**src/rtl/alu_exec_stage.sv**
```systemverilog
// Execute stage around a combinational ALU: registers operands, waits for the ALU, captures result.
// Optional sticky overflow flag (ovf_clr / ovf_sticky) when ALU_STICKY_OVF_EN is defined.
module alu_exec_stage #(
  parameter int unsigned WIDTH       = 32,
  parameter int unsigned EXEC_CYCLES = 1
) (
  input  logic             clk,
  input  logic             rst_n,
  input  logic             in_valid,
  output logic             in_ready,
  input  logic [WIDTH-1:0] in_a,
  input  logic [WIDTH-1:0] in_b,
  input  logic [2:0]       in_op,
  output logic [WIDTH-1:0] alu_a,
  output logic [WIDTH-1:0] alu_b,
  output logic [2:0]       alu_op,
  input  logic [WIDTH-1:0] alu_res,
  input  logic             alu_zero,
  input  logic             alu_overflow,
  output logic             out_valid,
  input  logic             out_ready,
  output logic [WIDTH-1:0] out_res,
  output logic             out_zero,
  output logic             out_overflow
`ifdef ALU_STICKY_OVF_EN
  ,
  input  logic             ovf_clr,
  output logic             ovf_sticky
`endif
);

  typedef enum logic [1:0] {StIdle, StExec, StHold} state_e;

  // One cycle for the registered operands to reach the ALU, then EXEC_CYCLES settle cycles.
  localparam logic [3:0] CntLoad = 4'(EXEC_CYCLES);

  state_e           r_state;
  logic [3:0]       r_cnt;
  logic [WIDTH-1:0] r_alu_a;
  logic [WIDTH-1:0] r_alu_b;
  logic [2:0]       r_alu_op;
  logic             r_out_valid;
  logic [WIDTH-1:0] r_out_res;
  logic             r_out_zero;
  logic             r_out_overflow;
  logic             w_capture;

  assign w_capture = (r_state == StExec) && (r_cnt == 4'd0);

  always_ff @(posedge clk or negedge rst_n) begin
    if (!rst_n) begin
      r_state        <= StIdle;
      r_cnt          <= '0;
      r_alu_a        <= '0;
      r_alu_b        <= '0;
      r_alu_op       <= '0;
      r_out_valid    <= 1'b0;
      r_out_res      <= '0;
      r_out_zero     <= 1'b0;
      r_out_overflow <= 1'b0;
    end else begin
      unique case (r_state)
        StIdle: begin
          if (in_valid) begin
            r_alu_a  <= in_a;
            r_alu_b  <= in_b;
            r_alu_op <= in_op;
            r_cnt    <= CntLoad;
            r_state  <= StExec;
          end
        end
        StExec: begin
          if (w_capture) begin
            r_out_res      <= alu_res;
            r_out_zero     <= alu_zero;
            r_out_overflow <= alu_overflow;
            r_out_valid    <= 1'b1;
            r_state        <= StHold;
          end else begin
            r_cnt <= r_cnt - 4'd1;
          end
        end
        StHold: begin
          if (out_ready) begin
            r_out_valid <= 1'b0;
            r_state     <= StIdle;
          end
        end
        default: r_state <= StIdle;
      endcase
    end
  end

  assign in_ready     = rst_n && (r_state == StIdle);
  assign alu_a        = r_alu_a;
  assign alu_b        = r_alu_b;
  assign alu_op       = r_alu_op;
  assign out_valid    = r_out_valid;
  assign out_res      = r_out_res;
  assign out_zero     = r_out_zero;
  assign out_overflow = r_out_overflow;

`ifdef ALU_STICKY_OVF_EN
  logic r_ovf_sticky;

  // A capture with overflow takes priority over a clear in the same cycle.
  always_ff @(posedge clk or negedge rst_n) begin
    if (!rst_n) begin
      r_ovf_sticky <= 1'b0;
    end else if (w_capture && alu_overflow) begin
      r_ovf_sticky <= 1'b1;
    end else if (ovf_clr) begin
      r_ovf_sticky <= 1'b0;
    end
  end

  assign ovf_sticky = r_ovf_sticky;
`endif

endmodule

```
**config.mk**
```make
export PLATFORM = sky130hd
export DESIGN_NAME = alu_exec_stage
export DESIGN_NICKNAME = d
export VERILOG_FILES = /design/src/rtl/alu_exec_stage.sv
export SDC_FILE = /design/constraint.sdc
export NUM_CORES = 1
export LEC_CHECK = 0
export ABC_AREA = 1
export CAP_MARGIN = 20
export CORE_UTILIZATION = 42
export CTS_BUF_LIST = sky130_fd_sc_hd__clkbuf_2 sky130_fd_sc_hd__clkbuf_4 sky130_fd_sc_hd__clkbuf_8
export DETAILED_ROUTE_END_ITERATION = 16
export PLACE_DENSITY_LB_ADDON = 0.12
export SYNTH_ARGS = -nofsm -noshare
export SYNTH_HDL_FRONTEND = slang
export SYNTH_SLANG_ARGS = --single-unit
```
**constraint.sdc**
```tcl
create_clock -name clk -period 1.37 [get_ports clk]
set_input_delay 0.274 -clock clk [delete_from_list [all_inputs] [get_ports clk]]
set_output_delay 0.274 -clock clk [all_outputs]
set_load 0.02 [all_outputs]
```
-- Word-level counts from Yosys, hierarchy flattened
Cells that the tools add are included.
- bits in registers: 108
- word-level logic and storage cells: 37
- output and inout bits: 103
- input bits: 105
- mux-type cells: 10
- add/subtract/negate cells: 1
- reduce and logical (&&, ||, !) cells: 11
- eq/ne operators: 6
- operator list (operator ; count):
    3-bit AND reduction ; 3
    4-bit 2-to-1 mux ; 2
    2-bit inequality test (second input constant) ; 4
    4-bit one-hot mux with 2 select lines ; 1
    2-bit 2-to-1 mux ; 3
    2-bit one-hot mux with 3 select lines ; 1
    4-bit logical NOT ; 1
    2-bit AND reduction ; 2
    2-bit nonzero test ; 2
    4-bit by 1-bit subtractor with 4-bit output (second input constant) ; 1
    2-bit by 1-bit == test with 1-bit output (second input constant) ; 1
    2-bit == test (second input constant) ; 1
    1-bit logical AND ; 2
    2-bit logical NOT ; 1
    1-bit 2-to-1 mux ; 2
    1-bit one-hot mux with 2 select lines ; 1

-- Logic depth before layout (Yosys ltp)
- depth after elaboration: 4
- mapped depth: 7
- gate-level depth less buffers: 7

-- Least setup slack after synthesis
Ideal clock, no wire load.
- kind: register to register
- start: register r_cnt[0]
- end: register r_out_overflow (netlist: out_overflow)
- library setup time: 132 ps
- buffers on the path: 1
- arrival: 1098 ps
- cell stages (with the launch flop): 7
- slack: 141 ps
- data required time: 1238 ps
- clock period less this slack: 1229 ps
- path through: dfrtp_1 -> inv_1 -> ha_1 -> nand3_2 -> clkbuf_1 -> nand2_1 -> o21ai_0
- word-level cells in the longest chain between the ends: 3
- RTL lines (element ; RTL line ; RTL):
    start, declared ; 38 ; logic [3:0] r_cnt;
    start signal, assigned ; 68 ; r_cnt <= CntLoad;
    start signal, assigned ; 80 ; r_cnt <= r_cnt - 4'd1;
    4-bit logical NOT ; 48 ; assign w_capture = (r_state == StExec) && (r_cnt == 4'd0);
    1-bit logical AND ; 48 ;
    2-bit AND reduction (no line) ; -- ;
    end signal, assigned ; 76 ; r_out_overflow <= alu_overflow;
    end, declared ; 45 ; logic r_out_overflow;
No other way between the ends.
A chain may end at the register's enable or synchronous reset.

-- Worst setup path after layout
- start: register r_state[0]
- end: output port in_ready
- word-level cells in the longest chain between the ends: 2
- RTL lines (element ; RTL line ; RTL):
    start, declared ; 37 ; state_e r_state;
    start signal, assigned ; 52 ; r_state <= StIdle;
    start signal, assigned ; 69 ; r_state <= StExec;
    start signal, assigned ; 78 ; r_state <= StHold;
    2-bit logical NOT ; 94 ; assign in_ready = rst_n && (r_state == StIdle);
    1-bit logical AND ; 94 ;
    end, declared ; 10 ; output logic in_ready,
No other way between the ends.

==> key figures <==
Timing
  • Tmin final: 1390 ps
  • Fin crit share: 1.02
  • Clock Skew: 11.7 ps
  • Final setup vio count: 3
  • Fmax: 0.718 GHz
  • Unrepaired setup endpoints after global routing: true
  • Max transition margin: 0.653
  • Max-slew violations: 0
  • Final hold violation count: 0
  • Least-Margin Pin Slew: 521 ps
  • Setup ws final: -23.6 ps

Clock network
  • CTS tree: done
  • Clock buffer count from CTS: 9
  • Htree depth: 3
  • # clock sinks: 108
  • Clk root buf: clkbuf_8
  • Clk slew on worst S/H paths: 110 ps
  • Deepest clock path buffer count: 2
  • Clk Latency, worst-skew pair: 360 ps

Logic synthesis
  • Syn Area/Cell: 8.97 µm²
  • Post-synthesis cell type count: 19
  • Syn Inst Count: 469
  • Flops & latches, synth: 108
  • Post-synthesis sequential area ratio: 0.642
  • Yosys Warn Count: 0
  • Synthesized Nets: 576
  • Synthesized area: 0.00421 mm²

Power and ir drop
  • Leak: 0.00352 µW
  • Worst VDD drop: 0.00107 V
  • Design Power: 15,700 µW
  • Pwr dens: 2300 mW/mm²

Route
  • Vias/cell: 4.54
  • Total wire length: 11.6 mm
  • DRC: 0
  • WL per Instance: 14.0 µm
  • Vias: 3,767
  • Remaining antenna violation count: 0
  • Iteration-0 DRC Markers: 147
  • DR pass1 iterations: 4

GRT
  • Largest net degree at the start of global routing: 100
  • Global-route wire length before repair: 16.4 mm
  • GRT Total Usage: 0.202
  • Total grt overflow: 0
  • Vias in the first global route: 3,484
  • Initial antenna violation count: 0

Setup path
  • Critical Path End Type: output port
  • CP max FO: 2
  • CP arrival: 1120 ps
  • Crit path required time: 1100 ps
  • CP Class: flop to output port
  • CP Launch Type: flop

Layout
  • Multi-input logic area: 0.00130 mm²
  • Layout Cells excl Fill: 829
  • Final Util: 0.701
  • Fillers: 774
  • Layout net count: 798
  • FF/Latch Area: 0.00270 mm²
  • Share of cells above drive strength 1: 0.128
  • Synth-to-Final Area Change: 62.1%
  • Ant diodes: 0

Die
  • Die W: 102 µm
  • Die Height: 102 µm
  • Row cnt: 36
  • Placeable Area: 0.00973 mm²
  • IO Pins: 208
  • Die area: 0.0104 mm²
  • Initial Util: 0.433

Placement
  • HPWL after DPL: 7.35 mm
  • GPL Wtd Cong: 0.770
  • # placed instances: 800
  • Buffers on Ports: 207

Flow run
  • Max-Cap Viols: 0

Status
  • Failing checks: setup timing
  • Outcome: finished, violations left

Hold path
  • HP Class: primary input to async pin
synthesized netlist by cell type:
cell type	number	area, µm²
nand4_1	1	6.26
inv_1	38	143
buf_6	4	45.0
nand3_1	3	15.0
nand3_2	2	20.0
nor2_4	1	11.3
o21ai_0	14	70.1
nor2_1	9	33.8
inv_2	3	11.3
o31ai_1	1	7.51
o21ai_1	21	105
xor2_1	1	8.76
dfrtp_1	108	2700
buf_2	9	45.0
o22ai_1	1	6.26
nand2_1	243	912
buf_4	3	22.5
clkbuf_1	5	18.8
ha_1	2	25.0
final cells by class:
cell class | instances | area share
timing repair buffer | 231 | 0.335
tap | 133 | 0.0244
inverter | 41 | 0.0229
sequential | 108 | 0.396
clock buffer | 10 | 0.0202
clock inverter | 6 | 0.0106
multi-input combinational | 300 | 0.191
critical path, cell delays in order, from the launching register on:
cell,delay (ps)
dfrtp_1,410
inv_2,70
nand2_2,50
nor2_2,110
buf_6,120
power by group:
| group | leakage [µW] | switching, µW | internal [µW] |
|---|---|---|---|
| Clock | 0.000103 | 1110 | 913 |
| Combinational | 0.00209 | 4740 | 3360 |
| Sequential | 0.00133 | 848 | 4730 |
| Total | 0.00352 | 6700 | 9000 |
through the flow:
stage | setup TNS (ps) | setup WS, ps | area, µm² | hold slack (ps)
6_report | -48.4 | -23.6 | 6820 | 388
5_1_grt | -1270 | -95.7 | 6820 | 384
4_1_cts | -36.2 | -36.2 | 6610 | 372
3_5_place_dp | -5570 | -126 | 6470 | 224
3_3_place_gp | -3840 | -89.6 | 6470 | 221
2_1_floorplan | 0 | 141 | 4210 | -21.6
worst paths after layout:
| path | from | endpoint | slack, ps | cells past startpoint |
|---|---|---|---|---|
| max | r_state[0] | in_ready | -20 | 4 |
| min | rst_n | out_res[13] | 390 | 3 |
| max reg2reg | r_state[0] | out_res[31] | -20 | 7 |
| min reg2reg | alu_b[27] | alu_b[27] | 480 | 2 |
| max in group asynchronous | rst_n | alu_a[14] | 240 | 4 |
| min in group clk | in_b[31] | alu_b[31] | 440 | 3 |
repair_timing:
action,in CTS,in global routing
resized for setup,151,113
buffers inserted,0,3
hold buffers,1,0
gates cloned,0,9
setup endpoints to repair,105,147
pin swaps,0,4
hold endpoints to repair,9,0
cells in the final DEF (no fill, tap or decap), drive strengths merged:
cell / netlist / routed
clkbuf: 5 / 42
clkdlybuf4s50: 0 / 103
nand4: 1 / 1
o21ai: 35 / 35
clkinv: 0 / 3
clkinvlp: 0 / 1
buf: 16 / 20
xor2: 1 / 1
dlygate4sd3: 0 / 1
clkdlybuf4s15: 0 / 69
nand2: 243 / 243
ha: 2 / 2
o31ai: 1 / 1
dfrtp: 108 / 108
dlygate4sd2: 0 / 6
nand3: 5 / 6
nor2: 10 / 10
bufinv: 0 / 1
o22ai: 1 / 1
inv: 41 / 42
routing by layer:
metal | wire [µm] | GRT usage
met1 | 5000 | 0.259
met2 | 5620 | 0.335
met3 | 843 | 0.0458
met4 | 164 | 0.0747
met5 | 0 | 0
kinds of logic after synthesis:
group,count (synthesis),synth area share
flops,108,0.642
xor+xnor,1,0.00208
buf+inv,62,0.0678
fa+ha+maj,2,0.00594
simple gates,259,0.237
compound gates,37,0.0449
sequential cells by signal (all words and copies together), names as in the netlist:
| signal | flops |
|---|---|
| alu_a | 32 |
| out_valid | 1 |
| alu_op | 3 |
| out_zero | 1 |
| out_overflow | 1 |
| out_res | 32 |
| alu_b | 32 |
| r_cnt | 4 |
| r_state | 2 |
Note: power is estimated with default switching activity, not from simulation.
